### src/rtl/imem_loader.sv
// Streams a length-prefixed big-endian program image into instruction memory,
// holding the CPU until every word has been written.
module imem_loader #(
    parameter int unsigned DEPTH_WORDS = 256,
    parameter logic [31:0] BASE_ADDR   = 32'h0000_0000
) (
    input  logic        clk,
    input  logic        rst_n,
    input  logic        start,
    input  logic        byte_valid,
    input  logic [7:0]  byte_data,
    output logic        byte_ready,
    output logic        imem_we,
    output logic [31:0] imem_addr,
    output logic [31:0] imem_wdata,
    output logic        cpu_hold,
    output logic        done,
    output logic        error
);

    typedef enum logic [2:0] {
        IDLE   = 3'd0,
        LEN_HI = 3'd1,
        LEN_LO = 3'd2,
        DATA   = 3'd3,
        WRITE  = 3'd4,
        DONE   = 3'd5,
        ERR    = 3'd6
    } state_t;

    state_t      state, state_nxt;
    logic [15:0] len;
    logic [15:0] word_idx;
    logic [1:0]  byte_idx;
    logic [31:0] word;

    logic        accept_c;
    logic [15:0] len_lo_c;
    logic [15:0] idx_inc_c;
    logic [31:0] word_shift_c;

    assign accept_c     = byte_valid && byte_ready;
    assign len_lo_c     = {len[15:8], byte_data};
    assign idx_inc_c    = word_idx + 16'd1;
    assign word_shift_c = {word[23:0], byte_data};

    // State register
    always_ff @(posedge clk or negedge rst_n) begin
        if (!rst_n) state <= IDLE;
        else        state <= state_nxt;
    end

    // Next-state decode
    always_comb begin
        state_nxt = state;
        case (state)
            IDLE, DONE, ERR: if (start) state_nxt = LEN_HI;
            LEN_HI:          if (accept_c) state_nxt = LEN_LO;
            LEN_LO: begin
                if (accept_c) begin
                    if (len_lo_c == 16'd0)                state_nxt = DONE;
                    else if (32'(len_lo_c) > DEPTH_WORDS) state_nxt = ERR;
                    else                                  state_nxt = DATA;
                end
            end
            DATA:    if (accept_c && byte_idx == 2'd3) state_nxt = WRITE;
            WRITE:   state_nxt = (idx_inc_c == len) ? DONE : DATA;
            default: state_nxt = IDLE;
        endcase
    end

    // Outputs are decoded from the next state so they line up with the state register
    always_ff @(posedge clk or negedge rst_n) begin
        if (!rst_n) begin
            byte_ready <= 1'b0;
            imem_we    <= 1'b0;
            imem_addr  <= BASE_ADDR;
            imem_wdata <= 32'd0;
            cpu_hold   <= 1'b1;
            done       <= 1'b0;
            error      <= 1'b0;
            len        <= 16'd0;
            word_idx   <= 16'd0;
            byte_idx   <= 2'd0;
            word       <= 32'd0;
        end else begin
            byte_ready <= (state_nxt == LEN_HI) || (state_nxt == LEN_LO) || (state_nxt == DATA);
            imem_we    <= (state_nxt == WRITE);
            cpu_hold   <= (state_nxt != DONE);
            done       <= (state_nxt == DONE);
            error      <= (state_nxt == ERR);

            if (accept_c) begin
                case (state)
                    LEN_HI: len[15:8] <= byte_data;
                    LEN_LO: begin
                        len[7:0] <= byte_data;
                        word_idx <= 16'd0;
                        byte_idx <= 2'd0;
                    end
                    DATA: begin
                        word     <= word_shift_c;
                        byte_idx <= byte_idx + 2'd1;
                        if (byte_idx == 2'd3) begin
                            imem_wdata <= word_shift_c;
                            imem_addr  <= BASE_ADDR + {14'd0, word_idx, 2'b00};
                        end
                    end
                    default: ;
                endcase
            end

            if (state == WRITE) word_idx <= idx_inc_c;
        end
    end

endmodule

### config.mk
export PLATFORM = sky130hd
export DESIGN_NAME = imem_loader
export DESIGN_NICKNAME = d
export VERILOG_FILES = /design/src/rtl/imem_loader.sv
export SDC_FILE = /design/constraint.sdc
export NUM_CORES = 1
export LEC_CHECK = 0
export CAP_MARGIN = 5
export CORE_MARGIN = 4
export CORE_UTILIZATION = 49
export DETAILED_ROUTE_END_ITERATION = 12
export MAX_ROUTING_LAYER = met4
export PLACE_DENSITY = 0.82
export SLEW_MARGIN = 40
export SYNTH_ARGS = -nofsm -noshare
export SYNTH_HDL_FRONTEND = slang
export SYNTH_SLANG_ARGS = --single-unit
### constraint.sdc
create_clock -name clk -period 2.1 [get_ports clk]
set_input_delay 0.525 -clock clk [delete_from_list [all_inputs] [get_ports clk]]
set_output_delay 0.525 -clock clk [all_outputs]
set_load 0.005 [all_outputs]
# After elaboration in Yosys (flattened, before gate mapping)
# Index checks and enable logic that the tools add are counted.
totals:
  reg_bits: 114
  in_bits: 12
  output_inout_bits: 69
  elab_cells: 59
op_classes:
  addsub: 2
  n_lt_le_gt_ge: 1
  eq_ne: 15
  muxes: 12
  reduce_logical: 16
ops:
  columns: ["cell", "n"]
  rows:
  - ["$mux W16", 3]
  - ["$mux W3", 7]
  - ["$eq A3 B3 Y1 const B", 6]
  - ["$add A16 B1 Y16 const B", 1]
  - ["$eq A16 B16 Y1", 1]
  - ["$gt A16 B9 Y1 const B", 1]
  - ["$logic_not A16 Y1", 1]
  - ["$pmux W3 S5", 1]
  - ["$eq A3 B2 Y1 const B", 4]
  - ["$reduce_and A2 Y1", 5]
  - ["$eq A3 B1 Y1 const B", 2]
  - ["$reduce_bool A2 Y1", 3]
  - ["$pmux W2 S2", 1]
  - ["$logic_not A3 Y1", 1]
  - ["$ne A3 B3 Y1 const B", 1]
  - ["$reduce_and A3 Y1", 1]
  - ["$reduce_or A3 Y1", 1]
  - ["$add A2 B1 Y2 const B", 1]
  - ["$eq A2 B2 Y1 const B", 1]
  - ["$logic_and A1 B1 Y1", 2]
  - ["$logic_or A1 B1 Y1", 2]

# Logic depth before layout (Yosys ltp)
# Gate-level depths: netlist of the first run.
depth:
  depth_word: 8
  ltp_mapped: 8
  mapped_depth_nobuf: 7

# Worst setup path before layout of the first run
# No wires, ideal clock.
synth_path:
  kind: "reg-to-reg"
  start: "register word_idx[0]"
  end: "register state[1]"
  setup_ns: 0.136
  arrival_time_ns: 1.843
  t_required_ns: 1.964
  setup_slack_ns: 0.121
  stages_incl_launch_ff: 8
  path_buffers: 0
  period_less_slack_ns: 1.979
  path_cell_list: "dfrtp_1 > ha_1 > and3_1 > a311oi_1 > a41o_1 > o211ai_2 > nor4_4 > o21ai_0"
synth_between:
  elab_chain_len: 4
synth_lines:
  columns: ["element", "line_no", "source"]
  rows:
  - ["start, declared", "33", "logic [15:0] word_idx;"]
  - ["start signal, assigned", "113", "if (state == WRITE) word_idx <= idx_inc_c;"]
  - ["$add A16 B1 Y16", "44", "assign idx_inc_c = word_idx + 16'd1;"]
  - ["$eq A16 B16 Y1", "67", "WRITE: state_nxt = (idx_inc_c == len) ? DONE : DATA;"]
  - ["$mux W3", "67", null]
  - ["$pmux W3 S5", "56", "case (state)"]
  - ["via state_nxt[1]", "31", "state_t state, state_nxt;"]
  - ["end signal, assigned", "50", "else state <= state_nxt;"]
  - ["end, declared", "31", null]
# The timed path passes the listed nets, and every way through them passes these cells.
# A chain may end at the register's enable or synchronous reset.

# Worst setup path in the final report of the first run
layout_path:
  start: "register word_idx[0]"
  end: "register byte_ready"
layout_between:
  elab_chain_len: 7
  elab_cells_between_ends: 9
  cone_classes: "add/sub (1); eq/ne (4); mux (2); reduce/logical (2)"
layout_lines:
  columns: ["element", "line_no", "source"]
  rows:
  - ["$add A16 B1 Y16 (*)", "44", null]
  - ["$eq A16 B16 Y1 (*)", "67", null]
  - ["$mux W3 (*)", "67", null]
  - ["$pmux W3 S5 (*)", "56", null]
  - ["$eq A3 B1 Y1 or $eq A3 B2 Y1 (tied branches)", "87", "byte_ready <= (state_nxt == LEN_HI) || (state_nxt == LEN_LO) || (state_nxt == DATA);"]
  - ["$logic_or A1 B1 Y1", "87", null]
  - ["$logic_or A1 B1 Y1 (*)", "87", null]
  - ["end signal, assigned", "87", null]
  - ["end, declared", "12", "output logic byte_ready,"]
# Mark *: on every way between the ends. The rest lies on a longest branch, timed or not.

==> results.md, run 1 <==
- Pre-CTS worst setup slack: -0.4114 ns
- Combinational family with the most area after synthesis: multiplexers
- Number of nets in the final layout: 543
- Area growth from synthesis to layout: 30.76%
- Source-to-sink clock delay at the later pin of the worst-skew pair: 0.52 ns
- Simple-gate share of the synthesized area: 10.10%
- Peak Freq: 503.1 MHz
- Pin count of the biggest net entering global routing: 43
- Initial DRC count: 289
- Drt wl/cell: 17.72 um
- Count of boundary I/O pins: 81
- DP HPWL: 8341 um
- Total via count in the routed design: 3,697
- Final Max Tran Viols: 0
- Post-synthesis instance area: 0.005251 sq mm
- Kind of launch point of the worst setup path: flop
- Mean area per synthesized cell: 12.56 sq um
- Cells traversed along the worst timing path: buf_4 -> nand4_1 -> nor4_1 -> buf_4 -> xnor2_1 -> o211ai_2 -> nor4_4 -> buf_4 -> a21oi_1
- Maximum net fanout on the critical path: 5
- Longest individual stage delay on the worst path: 0.36 ns
- Die extent in y: 111.5 um
- Period utilization: 94.65%
- Remaining antenna violation count after routing: 0
- Status: completed
- DRT Pass-1 Iters: 4
- Count of flip-flops with a built-in enable after synthesis: 0
- Synthesis-stage register bit count: 114
- Most frequent cell on the critical path: sky130_fd_sc_hd__buf_4
- Vias per cell: 5.453
- Internal reg-to-reg setup slack: 0.11 ns
- Clock Sink Count: 114
- Post-synthesis async set-or-reset flop share: 100.0%
- Non-Filler Cell Area, Final: 0.006867 sq mm
- Startpoint of the worst register-to-register path: word_idx[0]
- Number of failing setup endpoints in the final timing report: 0
- Worst-path cell with the longest stage delay: sky130_fd_sc_hd__dfrtp_1
- Unrepaired setup endpoints after global routing: true
- Synthesized-area fraction occupied by ao, oa, aoi and oai cells: 6.862%
- Antenna violations before repair: 0
- Worst IR drop on VDD: 0.9018 mV
- Worst slack on hold paths: 0.4963 ns
- Number of maximum-capacitance constraint violations: 0
- Power density relative to cell area: 1386 mW/mm^2
- Required time worst endpoint: 2.50 ns
- Antenna cell count: 0
- Distinct cell type count after synthesis: 58
- Die Width: 111.5 um
- Number of instances in the synthesized netlist: 418
- Final Hold Vio Count: 0
- Vias in the first global route: 3,909
- Number of buffers added by the clock tree synthesis step: 17
- Beginning of the critical path: word_idx[0]
- Leakage component of the power: 0.003098 uW
- Clock-pin transition on the worst setup and hold timing paths: 0.05 ns
- Detailed-route DRC error count: 0
- IO buf count: 64
- Number of warnings issued by yosys: 0
- Tot GR Track Use: 20.92%
- H-tree depth: 4
- Grt total ovfl: 0
- Worst endpoint data arrival time: 2.38 ns
- Post-synthesis share of cell area spent on full adders, half adders and majority gates: 0.6671%
- Final weighted congestion of routability-driven global placement: 0.8953
- Wire length of the first global-routing pass: 20,020 um
- Number of rows in the core area: 37
- Main flop type after synthesis: sky130_fd_sc_hd__dfrtp_1
- Start point of the worst hold path: word[18]
- Die outline area: 0.01244 sq mm
- Element type at the critical path end: flop
- Period minus WS final: 1.988 ns
- Buffers from clock root to sink, at most: 2
- Fraction of final layout cells with drive strength greater than 1: 34.87%
- Post-synthesis share of cell area spent on xor and xnor gates: 4.479%
- Critical setup path kind: reg -> reg
- Crit path setup slack, layout: 0.1123 ns
- CTS tree: done
- Hold Path Class: reg -> reg
- Starting density of the core: 50.64%
- Multiplexer fraction of the synthesized cell area: 18.87%
- Worst clock skew: 0.005090 ns
- Standard cell area after detailed placement: 0.006291 sq mm
- Clock root buffer: sky130_fd_sc_hd__clkbuf_8
- Proportion of synthesized chip area in sequential cells: 54.35%
- Placeable core region: 0.01037 sq mm
- Detailed-route wire length: 12,010 um
per-layer routing:
layer	global-route usage [%]	share of wire, %	up-vias
li1	-	-	1687
met2	33.33	50	114
met1	25.64	43	1870
met3	5.489	4.2	26
met5	-	0	-
met4	8.191	2.6	0
critical path: cells and delay by family (launching register included):
kind                   cells  cell delay [ns]
AO/OA/AOI/OAI              2             0.22
AND/OR/NAND/NOR            3             0.65
XOR/XNOR                   1             0.15
flip-flops                 1             0.36
buffers and inverters      3             0.49
final timing paths:
path,endpoint,cells after the start
hold / removal,word[18],1
setup / recovery,byte_ready,9
max in group asynchronous,cpu_hold,3
setup reg to reg,byte_ready,9
min in group asynchronous,word[17],2
hold reg to reg,word[18],1
kinds of logic (layout without fill, tap and decap cells):
group / Yosys count / in the layout
fa+ha+maj: 3 / 3
other cells: 1 / 16
xor+xnor: 26 / 26
buf+inv: 41 / 150
compound gates: 55 / 55
mux: 88 / 88
simple gates: 90 / 90
flops: 114 / 114
area by class of cell:
type                       count  area, sq um
clock buffer                  21        439.2
clock inverter                11        88.84
fill                         737         3503
inverter                       3        11.26
multi-input combinational    278         2238
sequential                   114         2855
tap                          136        170.2
timing repair buffer         115         1064
metrics by stage:
step / utilization, % / std cells / power, uW / TNS (ns)
floorplan: - / 433 / 5503 / 0
global placement: 60.67 / 643 / 6707 / -5.452
detailed placement: 60.67 / 643 / 6895 / -5.911
CTS: 65.94 / 677 / 9493 / 0
global route: 66.22 / 678 / 10050 / -0.04871
finish: 66.22 / 678 / 9514 / 0
state kept, by name (all words and copies together), names as in the netlist:
register    cells
byte_ready      1
byte_idx        2
word           24
state           3
cpu_hold        1
error           1
imem_addr      16
len            16
done            1
imem_wdata     32
word_idx       16
imem_we         1
synth_stat cells (6+ instances only):
library cell / instances / area share, %
sky130_fd_sc_hd__nor4_1: 6 / 0.71
sky130_fd_sc_hd__a21oi_1: 6 / 0.57
sky130_fd_sc_hd__nand3_1: 10 / 0.95
sky130_fd_sc_hd__clkbuf_1: 9 / 0.64
sky130_fd_sc_hd__nor2_1: 13 / 0.93
sky130_fd_sc_hd__buf_2: 10 / 0.95
sky130_fd_sc_hd__mux2_2: 88 / 19
sky130_fd_sc_hd__xnor2_1: 16 / 2.7
sky130_fd_sc_hd__nor3_1: 6 / 0.57
sky130_fd_sc_hd__o21ai_0: 24 / 2.3
sky130_fd_sc_hd__dfrtp_1: 113 / 54
sky130_fd_sc_hd__xor2_1: 9 / 1.5
sky130_fd_sc_hd__buf_4: 18 / 2.6
sky130_fd_sc_hd__nand2_1: 24 / 1.7
power by group:
group	internal (uW)	leakage, uW	switching, uW
Sequential	3030	0.00149	674
Clock	1580	0.000261	977
Combinational	1880	0.00135	1380
placed cells by master, fill, tap and decap left out, types with 4 or more instances in the layout:
cell type                           n
sky130_fd_sc_hd__o21ai_0           24
sky130_fd_sc_hd__buf_4             48
sky130_fd_sc_hd__o31ai_1            5
sky130_fd_sc_hd__clkbuf_16         16
sky130_fd_sc_hd__xnor2_1           16
sky130_fd_sc_hd__clkinv_2           7
sky130_fd_sc_hd__conb_1            16
sky130_fd_sc_hd__nor4_1             6
sky130_fd_sc_hd__clkdlybuf4s50_1   62
sky130_fd_sc_hd__nand2_1           24
sky130_fd_sc_hd__mux2_2            88
sky130_fd_sc_hd__a21oi_1            6
sky130_fd_sc_hd__nand3_1           10
sky130_fd_sc_hd__dfrtp_1          112
sky130_fd_sc_hd__xor2_1             9
sky130_fd_sc_hd__nor3_1             6
sky130_fd_sc_hd__nand4_1            4
sky130_fd_sc_hd__nor2_1            12
what timing repair did:
action                                  in CTS  in global routing
hold endpoints to repair                    30                  0
hold buffers                                 1                  0
gates resized for setup                      1                  6
endpoints found under the setup margin       5                  6
pin swaps                                    1                  2
setup buffers                                1                  1
cloned                                       0                  0
No activity file was read; power rests on OpenSTA's default activity.
==> run 2: changes to the inputs <==
--- a/config.mk
+++ b/config.mk
@@ -6,7 +6,6 @@
 export NUM_CORES = 1
 export LEC_CHECK = 0
 export CAP_MARGIN = 5
-export CORE_MARGIN = 4
 export CORE_UTILIZATION = 49
 export DETAILED_ROUTE_END_ITERATION = 12
 export MAX_ROUTING_LAYER = met4
==> results.md, run 2 (same netlist as run 1, synthesis figures left out) <==
- Sw Pwr: 3102 uW (was 3028 uW)
- Worst clock skew: 0.008392 ns (was 0.005090 ns)
- Destination of the critical timing path: done (was byte_ready)
- Final Max Tran Viols: 0 (unchanged)
- Share of total power in the clock network: 28.5% (was 26.9%)
- Period utilization: 96.97% (was 94.65%)
- Detailed-route wire length: 12,240 um (was 12,010 um)
- Most common library cell in the layout ignoring fill and taps: sky130_fd_sc_hd__dfrtp_1 (unchanged)
- Transition time at the pin with the least slew margin: 0.5717 ns
- Total via count in the routed design: 3,758 (was 3,697)
- Maximum net fanout on the critical path: 14 (was 5)
- Beginning of the critical path: word_idx[4] (was word_idx[0])
- Area growth from synthesis to layout: 31.95% (was 30.76%)
- Internal reg-to-reg setup slack: 0.06 ns (was 0.11 ns)
- IO buf count: 64 (unchanged)
- Tot GR Track Use: 24.44% (was 20.92%)
- Pin count of the biggest net entering global routing: 41 (was 43)
- Initial DRC count: 208 (was 289)
- Clock root buffer: sky130_fd_sc_hd__clkbuf_8 (unchanged)
- Source-to-sink clock delay at the later pin of the worst-skew pair: 0.53 ns (was 0.52 ns)
- Buffers from clock root to sink, at most: 2 (unchanged)
- H-tree depth: 4 (unchanged)
- Drt wl/cell: 18.05 um (was 17.72 um)
- Required time worst endpoint: 2.56 ns (was 2.50 ns)
- Register share of total power: 38.1% (was 38.9%)
- Vias in the first global route: 3,873 (was 3,909)
- DRT Pass-1 Iters: 5 (was 4)
- Count of boundary I/O pins: 81 (unchanged)
- Fraction of final layout cells with drive strength greater than 1: 35.98% (was 34.87%)
- Antenna violations before repair: 0 (unchanged)
- Clock Sink Count: 114 (unchanged)
- Detailed-route DRC error count: 0 (unchanged)
- Startpoint of the worst register-to-register path: word_idx[4] (was word_idx[0])
- Number of flip-flops in the largest register: 32 (unchanged)
- Peak Freq: 491.1 MHz (was 503.1 MHz)
- Capture instance of the worst register-to-register path: done (was byte_ready)
- Relative slew slack: 61.89%
- Grt total ovfl: 0 (unchanged)
- Final weighted congestion of routability-driven global placement: 0.9187 (was 0.8953)
- Power density relative to cell area: 1408 mW/mm^2 (was 1386 mW/mm^2)
- Largest registers: imem_wdata x32, word x24 (unchanged)
- Starting density of the core: 50.64% (unchanged)
- Switching portion of total power: 31.80% (was 31.83%)
- Unrepaired setup endpoints after global routing: false (was true)
- Status: completed (unchanged)
- Number of failing setup endpoints in the final timing report: 0 (unchanged)
- Final Hold Vio Count: 0 (unchanged)
- Critical setup path kind: reg -> reg (unchanged)
- Cells after DPL: 643 (unchanged)
- Logic gate share of total power: 33.4% (was 34.2%)
- CTS tree: done (unchanged)
- Vias per cell: 5.543 (was 5.453)
- Leakage component of the power: 0.003120 uW (was 0.003098 uW)
- Internal cell power: 6654 uW (was 6486 uW)
- Top reg by flops: imem_wdata (unchanged)
- Number of rows in the core area: 37 (unchanged)
- Placeable core region: 0.01037 sq mm (unchanged)
- Period minus WS final: 2.036 ns (was 1.988 ns)
- DP HPWL: 8073 um (was 8341 um)
- Kind of launch point of the worst setup path: flop (unchanged)
- Element type at the critical path end: flop (unchanged)
- Number of nets in the final layout: 543 (unchanged)
- Number of buffers added by the clock tree synthesis step: 17 (unchanged)
- Antenna cell count: 0 (unchanged)
- Clock-pin transition on the worst setup and hold timing paths: 0.06 ns (was 0.05 ns)
- Worst IR drop on VDD: 0.8348 mV (was 0.9018 mV)
- Worst endpoint data arrival time: 2.50 ns (was 2.38 ns)
- Hold Path Class: reg -> reg (unchanged)
- Number of maximum-capacitance constraint violations: 0 (unchanged)
- Most frequent cells in the layout: 112 x sky130_fd_sc_hd__dfrtp_1, 88 x sky130_fd_sc_hd__mux2_2, 62 x sky130_fd_sc_hd__clkdlybuf4s50_1 (unchanged)
- Cell depth of the worst flop-to-flop path: 8 (was 9)
- Wire length of the first global-routing pass: 20,090 um (was 20,020 um)
- Die extent in y: 105.5 um (was 111.5 um)
- Die outline area: 0.01113 sq mm (was 0.01244 sq mm)
- Aggregate negative setup slack: 0 ns (unchanged)
- Post-route insts no fill: 678 (unchanged)
- Remaining antenna violation count after routing: 0 (unchanged)
- Die Width: 105.5 um (was 111.5 um)
==> run 2: changes by cell type in the layout (fill, tap and decap cells not counted), sizes merged <==
cell | before | now
clkbuf | 21 | 19
clkinv | 8 | 6
inv | 3 | 5
bufinv | 1 | 2
clkinvlp | 2 | 3
==> run 2: worst max-delay path, cell delays in order (launching register included) <==
cell and delay (ns):
sky130_fd_sc_hd__dfrtp_1 0.36, sky130_fd_sc_hd__buf_4 0.19, sky130_fd_sc_hd__and4_2 0.28, sky130_fd_sc_hd__nand4_1 0.17, sky130_fd_sc_hd__xnor2_1 0.23, sky130_fd_sc_hd__nand2_1 0.12, sky130_fd_sc_hd__nor4_4 0.28, sky130_fd_sc_hd__buf_4 0.19
sky130_fd_sc_hd__o211a_1 0.15
==> run 2: how the worst min path moves through the flow <==
stage,depth (start not counted),to,startpoint,slack [ns]
finish,1,imem_wdata[25],word[17],0.50
global route,1,imem_addr[9],imem_addr[9],0.51
CTS,1,imem_wdata[25],word[17],0.50
detailed placement,1,word[16],word[16],0.49
global placement,2,byte_idx[1],byte_idx[1],0.47
floorplan,0,byte_idx[0],rst_n,0.23
==> run 2: cell type report <==
type | instances | area [sq um]
timing repair buffer | 115 | 1076
clock inverter | 13 | 133.9
fill | 718 | 3441
sequential | 114 | 2855
inverter | 3 | 11.26
multi-input combinational | 278 | 2241
tap | 136 | 170.2
clock buffer | 19 | 441.7
==> run 2: metal layers <==
layer  global-route usage [%]  routed length, um  vias up
met2                    38.39               6105      117
met5                        -                  0        -
met1                    28.88               5320     1928
li1                         -                  -     1690
met4                    11.51                295        0
met3                    7.483                517       23
==> run 2: timing repair <==
item | in CTS | in global routing
endpoints found under the setup margin | 5 | 6
buffers inserted | 2 | 0
hold buffers | 1 | 0
pin swaps | 3 | 2
hold endpoints to repair | 2 | 0
resized for setup | 1 | 8
==> run 2: through the flow <==
step	instance area, sq um	worst slack, ns	utilization, %	hold WS [ns]	total power [uW]
CTS	6905	0.01370	66.59	0.5020	9771
global route	6929	0.0008313	66.82	0.5136	10230
detailed placement	6304	-0.3994	60.79	0.4890	6898
global placement	6304	-0.3428	60.79	0.4696	6717
finish	6929	0.06358	66.82	0.5007	9756
floorplan	5308	0.1208	-	0.2294	5503
==> run 2: power by group through the flow <==
stage / Sequential, uW / Clock, uW / Combinational, uW
detailed placement: 3710 / 0 / 3190
finish: 3710 / 2780 / 3260
CTS: 3700 / 2810 / 3260
global placement: 3660 / 0 / 3060
global route: 3810 / 2920 / 3500
floorplan: 3520 / 0 / 1990
==> run 3: changes to the inputs <==
--- a/config.mk
+++ b/config.mk
@@ -10,7 +10,7 @@
 export DETAILED_ROUTE_END_ITERATION = 12
 export MAX_ROUTING_LAYER = met4
 export PLACE_DENSITY = 0.82
-export SLEW_MARGIN = 40
+export SLEW_MARGIN = 20
 export SYNTH_ARGS = -nofsm -noshare
 export SYNTH_HDL_FRONTEND = slang
 export SYNTH_SLANG_ARGS = --single-unit
==> results.md, run 3 (same netlist as run 1, synthesis figures left out) <==
- Pin count of the biggest net entering global routing: 41 (unchanged)
- Period minus WS final: 2.079 ns (was 2.036 ns)
- Die outline area: 0.01113 sq mm (unchanged)
- Worst IR drop on VDD: 0.8327 mV (was 0.8348 mV)
- Beginning of the critical path: word_idx[1] (was word_idx[4])
- Hold Path Class: reg -> reg (unchanged)
- Most frequent cells in the layout: 112 x sky130_fd_sc_hd__dfrtp_1, 88 x sky130_fd_sc_hd__mux2_2, 62 x sky130_fd_sc_hd__clkdlybuf4s50_1 (unchanged)
- Final weighted congestion of routability-driven global placement: 0.9187 (unchanged)
- Final Max Tran Viols: 0 (unchanged)
- Clock Sink Count: 114 (unchanged)
- Most common library cell in the layout ignoring fill and taps: sky130_fd_sc_hd__dfrtp_1 (unchanged)
- Source-to-sink clock delay at the later pin of the worst-skew pair: 0.53 ns (about the same)
- Leakage component of the power: 0.003129 uW (was 0.003120 uW)
- Peak Freq: 481.0 MHz (was 491.1 MHz)
- DRT Pass-1 Iters: 5 (unchanged)
- Relative slew slack: 44.36% (was 61.89%)
- Maximum net fanout on the critical path: 6 (was 14)
- Standard cell area after detailed placement: 0.006304 sq mm (unchanged)
- Largest registers: imem_wdata x32, word x24 (unchanged)
- Antenna cell count: 0 (unchanged)
- Status: completed (unchanged)
- Total via count in the routed design: 3,757 (was 3,758)
- IO buf count: 64 (unchanged)
- Destination of the critical timing path: state[1] (was done)
- Kind of launch point of the worst setup path: flop (unchanged)
- Startpoint of the worst register-to-register path: word_idx[1] (was word_idx[4])
- Clock-pin transition on the worst setup and hold timing paths: 0.06 ns (about the same)
- Final Hold Vio Count: 0 (unchanged)
- Drt wl/cell: 18.11 um (was 18.05 um)
- Period utilization: 99.01% (was 96.97%)
- Element type at the critical path end: flop (unchanged)
- Starting density of the core: 50.64% (unchanged)
- Non-Filler Cell Area, Final: 0.006955 sq mm (was 0.006929 sq mm)
- Aggregate negative setup slack: 0 ns (unchanged)
- Wire length of the first global-routing pass: 20,090 um (unchanged)
- Vias per cell: 5.533 (was 5.543)
- Worst-path cell with the longest stage delay: sky130_fd_sc_hd__dfrtp_1 (unchanged)
- Capture instance of the worst register-to-register path: state[1] (was done)
- Vias in the first global route: 3,873 (unchanged)
- Antenna violations before repair: 0 (unchanged)
- Pre-CTS worst setup slack: -0.3994 ns (unchanged)
- Top reg by flops: imem_wdata (unchanged)
- Die extent in y: 105.5 um (unchanged)
- Count of boundary I/O pins: 81 (unchanged)
- Buffers from clock root to sink, at most: 2 (unchanged)
- Die Width: 105.5 um (unchanged)
- Transition time at the pin with the least slew margin: 0.8346 ns (was 0.5717 ns)
- Remaining antenna violation count after routing: 0 (unchanged)
- Number of failing setup endpoints in the final timing report: 0 (unchanged)
- Number of nets in the final layout: 544 (was 543)
- Buffers & Inverters on Critical Path: 2 (unchanged)
- Clock root buffer: sky130_fd_sc_hd__clkbuf_8 (unchanged)
- Initial DRC count: 228 (was 208)
- Critical setup path kind: reg -> reg (unchanged)
- Number of maximum-capacitance constraint violations: 0 (unchanged)
- DP HPWL: 8073 um (unchanged)
- Tot GR Track Use: 24.44% (unchanged)
- Unrepaired setup endpoints after global routing: false (unchanged)
- Top Family by Delay on Critical Path: simple AND/OR/NAND/NOR gates (unchanged)
- CTS tree: done (unchanged)
- Placeable core region: 0.01037 sq mm (unchanged)
- Power density relative to cell area: 1409 mW/mm^2 (was 1408 mW/mm^2)
- Crit path setup slack, layout: 0.02086 ns (was 0.06358 ns)
- Required time worst endpoint: 2.48 ns (was 2.56 ns)
- Worst clock skew: 0.009376 ns (was 0.008392 ns)
- Cell depth of the worst flop-to-flop path: 8 (unchanged)
- Longest individual stage delay on the worst path: 0.41 ns (was 0.36 ns)
- H-tree depth: 4 (unchanged)
- Number of flip-flops in the largest register: 32 (unchanged)
- Internal reg-to-reg setup slack: 0.02 ns (was 0.06 ns)
- Fraction of final layout cells with drive strength greater than 1: 36.28% (was 35.98%)
- Worst endpoint data arrival time: 2.45 ns (was 2.50 ns)
- Layout filler cell count: 713 (was 718)
- Number of buffers added by the clock tree synthesis step: 17 (unchanged)
- Number of rows in the core area: 37 (unchanged)
- Area growth from synthesis to layout: 32.45% (was 31.95%)
- Detailed-route wire length: 12,290 um (was 12,240 um)
- Detailed-route DRC error count: 0 (unchanged)
- Count of cell instances traversed by the critical path: 8 (unchanged)
- Cells traversed along the worst timing path: buf_6 -> and4_4 -> nand4_1 -> xnor2_1 -> nand2_1 -> nor4_4 -> buf_4 -> o21ai_0 (was buf_4 -> and4_2 -> nand4_1 -> xnor2_1 -> nand2_1 -> nor4_4 -> buf_4 -> o211a_1)
- Grt total ovfl: 0 (unchanged)
run 3: cell count changes in the layout (fill, tap and decap cells not counted), sizes merged:
cell | previous run | this run
buf | 51 | 52
run 3: how the worst min path moves through the flow:
stage                          end  cells past startpoint    startpoint
CTS                 imem_wdata[25]                      1      word[17]
detailed placement        word[16]                      1      word[16]
global placement       byte_idx[1]                      2   byte_idx[1]
global route          imem_addr[9]                      1  imem_addr[9]
finish              imem_wdata[25]                      1      word[17]
floorplan              byte_idx[0]                      0         rst_n
run 3: cell type report:
| cell class | count | area (sq um) | area share, % |
|---|---|---|---|
| inverter | 3 | 11.26 | 0.1619 |
| sequential | 114 | 2855 | 41.05 |
| clock inverter | 13 | 133.9 | 1.925 |
| multi-input combinational | 278 | 2248 | 32.33 |
| tap | 136 | 170.2 | 2.446 |
| timing repair buffer | 116 | 1095 | 15.74 |
| clock buffer | 19 | 441.7 | 6.350 |
run 3: what timing repair did:
| item | CTS | global route |
|---|---|---|
| resized for setup | 1 | 14 |
| pin swaps | 3 | 5 |
| setup buffers | 2 | 1 |
| endpoints found under the hold margin | 2 | 0 |
| hold buffers | 1 | 0 |
| setup endpoints to repair | 5 | 6 |
run 3: per-stage QoR:
step                std cells  hold slack, ns  total power (uW)  util [%]
floorplan                 433          0.2294              5503         -
global placement          643          0.4696              6717     60.79
detailed placement        643          0.4890              6898     60.79
CTS                       678          0.5020              9771     66.59
global route              679          0.5136             10270     67.07
finish                    679          0.5006              9799     67.07
run 3: per-layer routing:
layer | vias up | GRT usage [%] | part of all wire, % | routed length, um
li1 | 1690 | - | - | -
met2 | 124 | 38.39 | 50 | 6157
met3 | 24 | 7.483 | 5.2 | 634
met4 | 0 | 11.51 | 2.7 | 337
met5 | - | - | 0 | 0
met1 | 1919 | 28.88 | 42 | 5165
run 3: report_power, final:
part	total (uW)	internal, uW	switching, uW
sequential	3720	3030	696
combinational	3290	1910	1380
clock	2790	1750	1040
total	9800	6680	3120
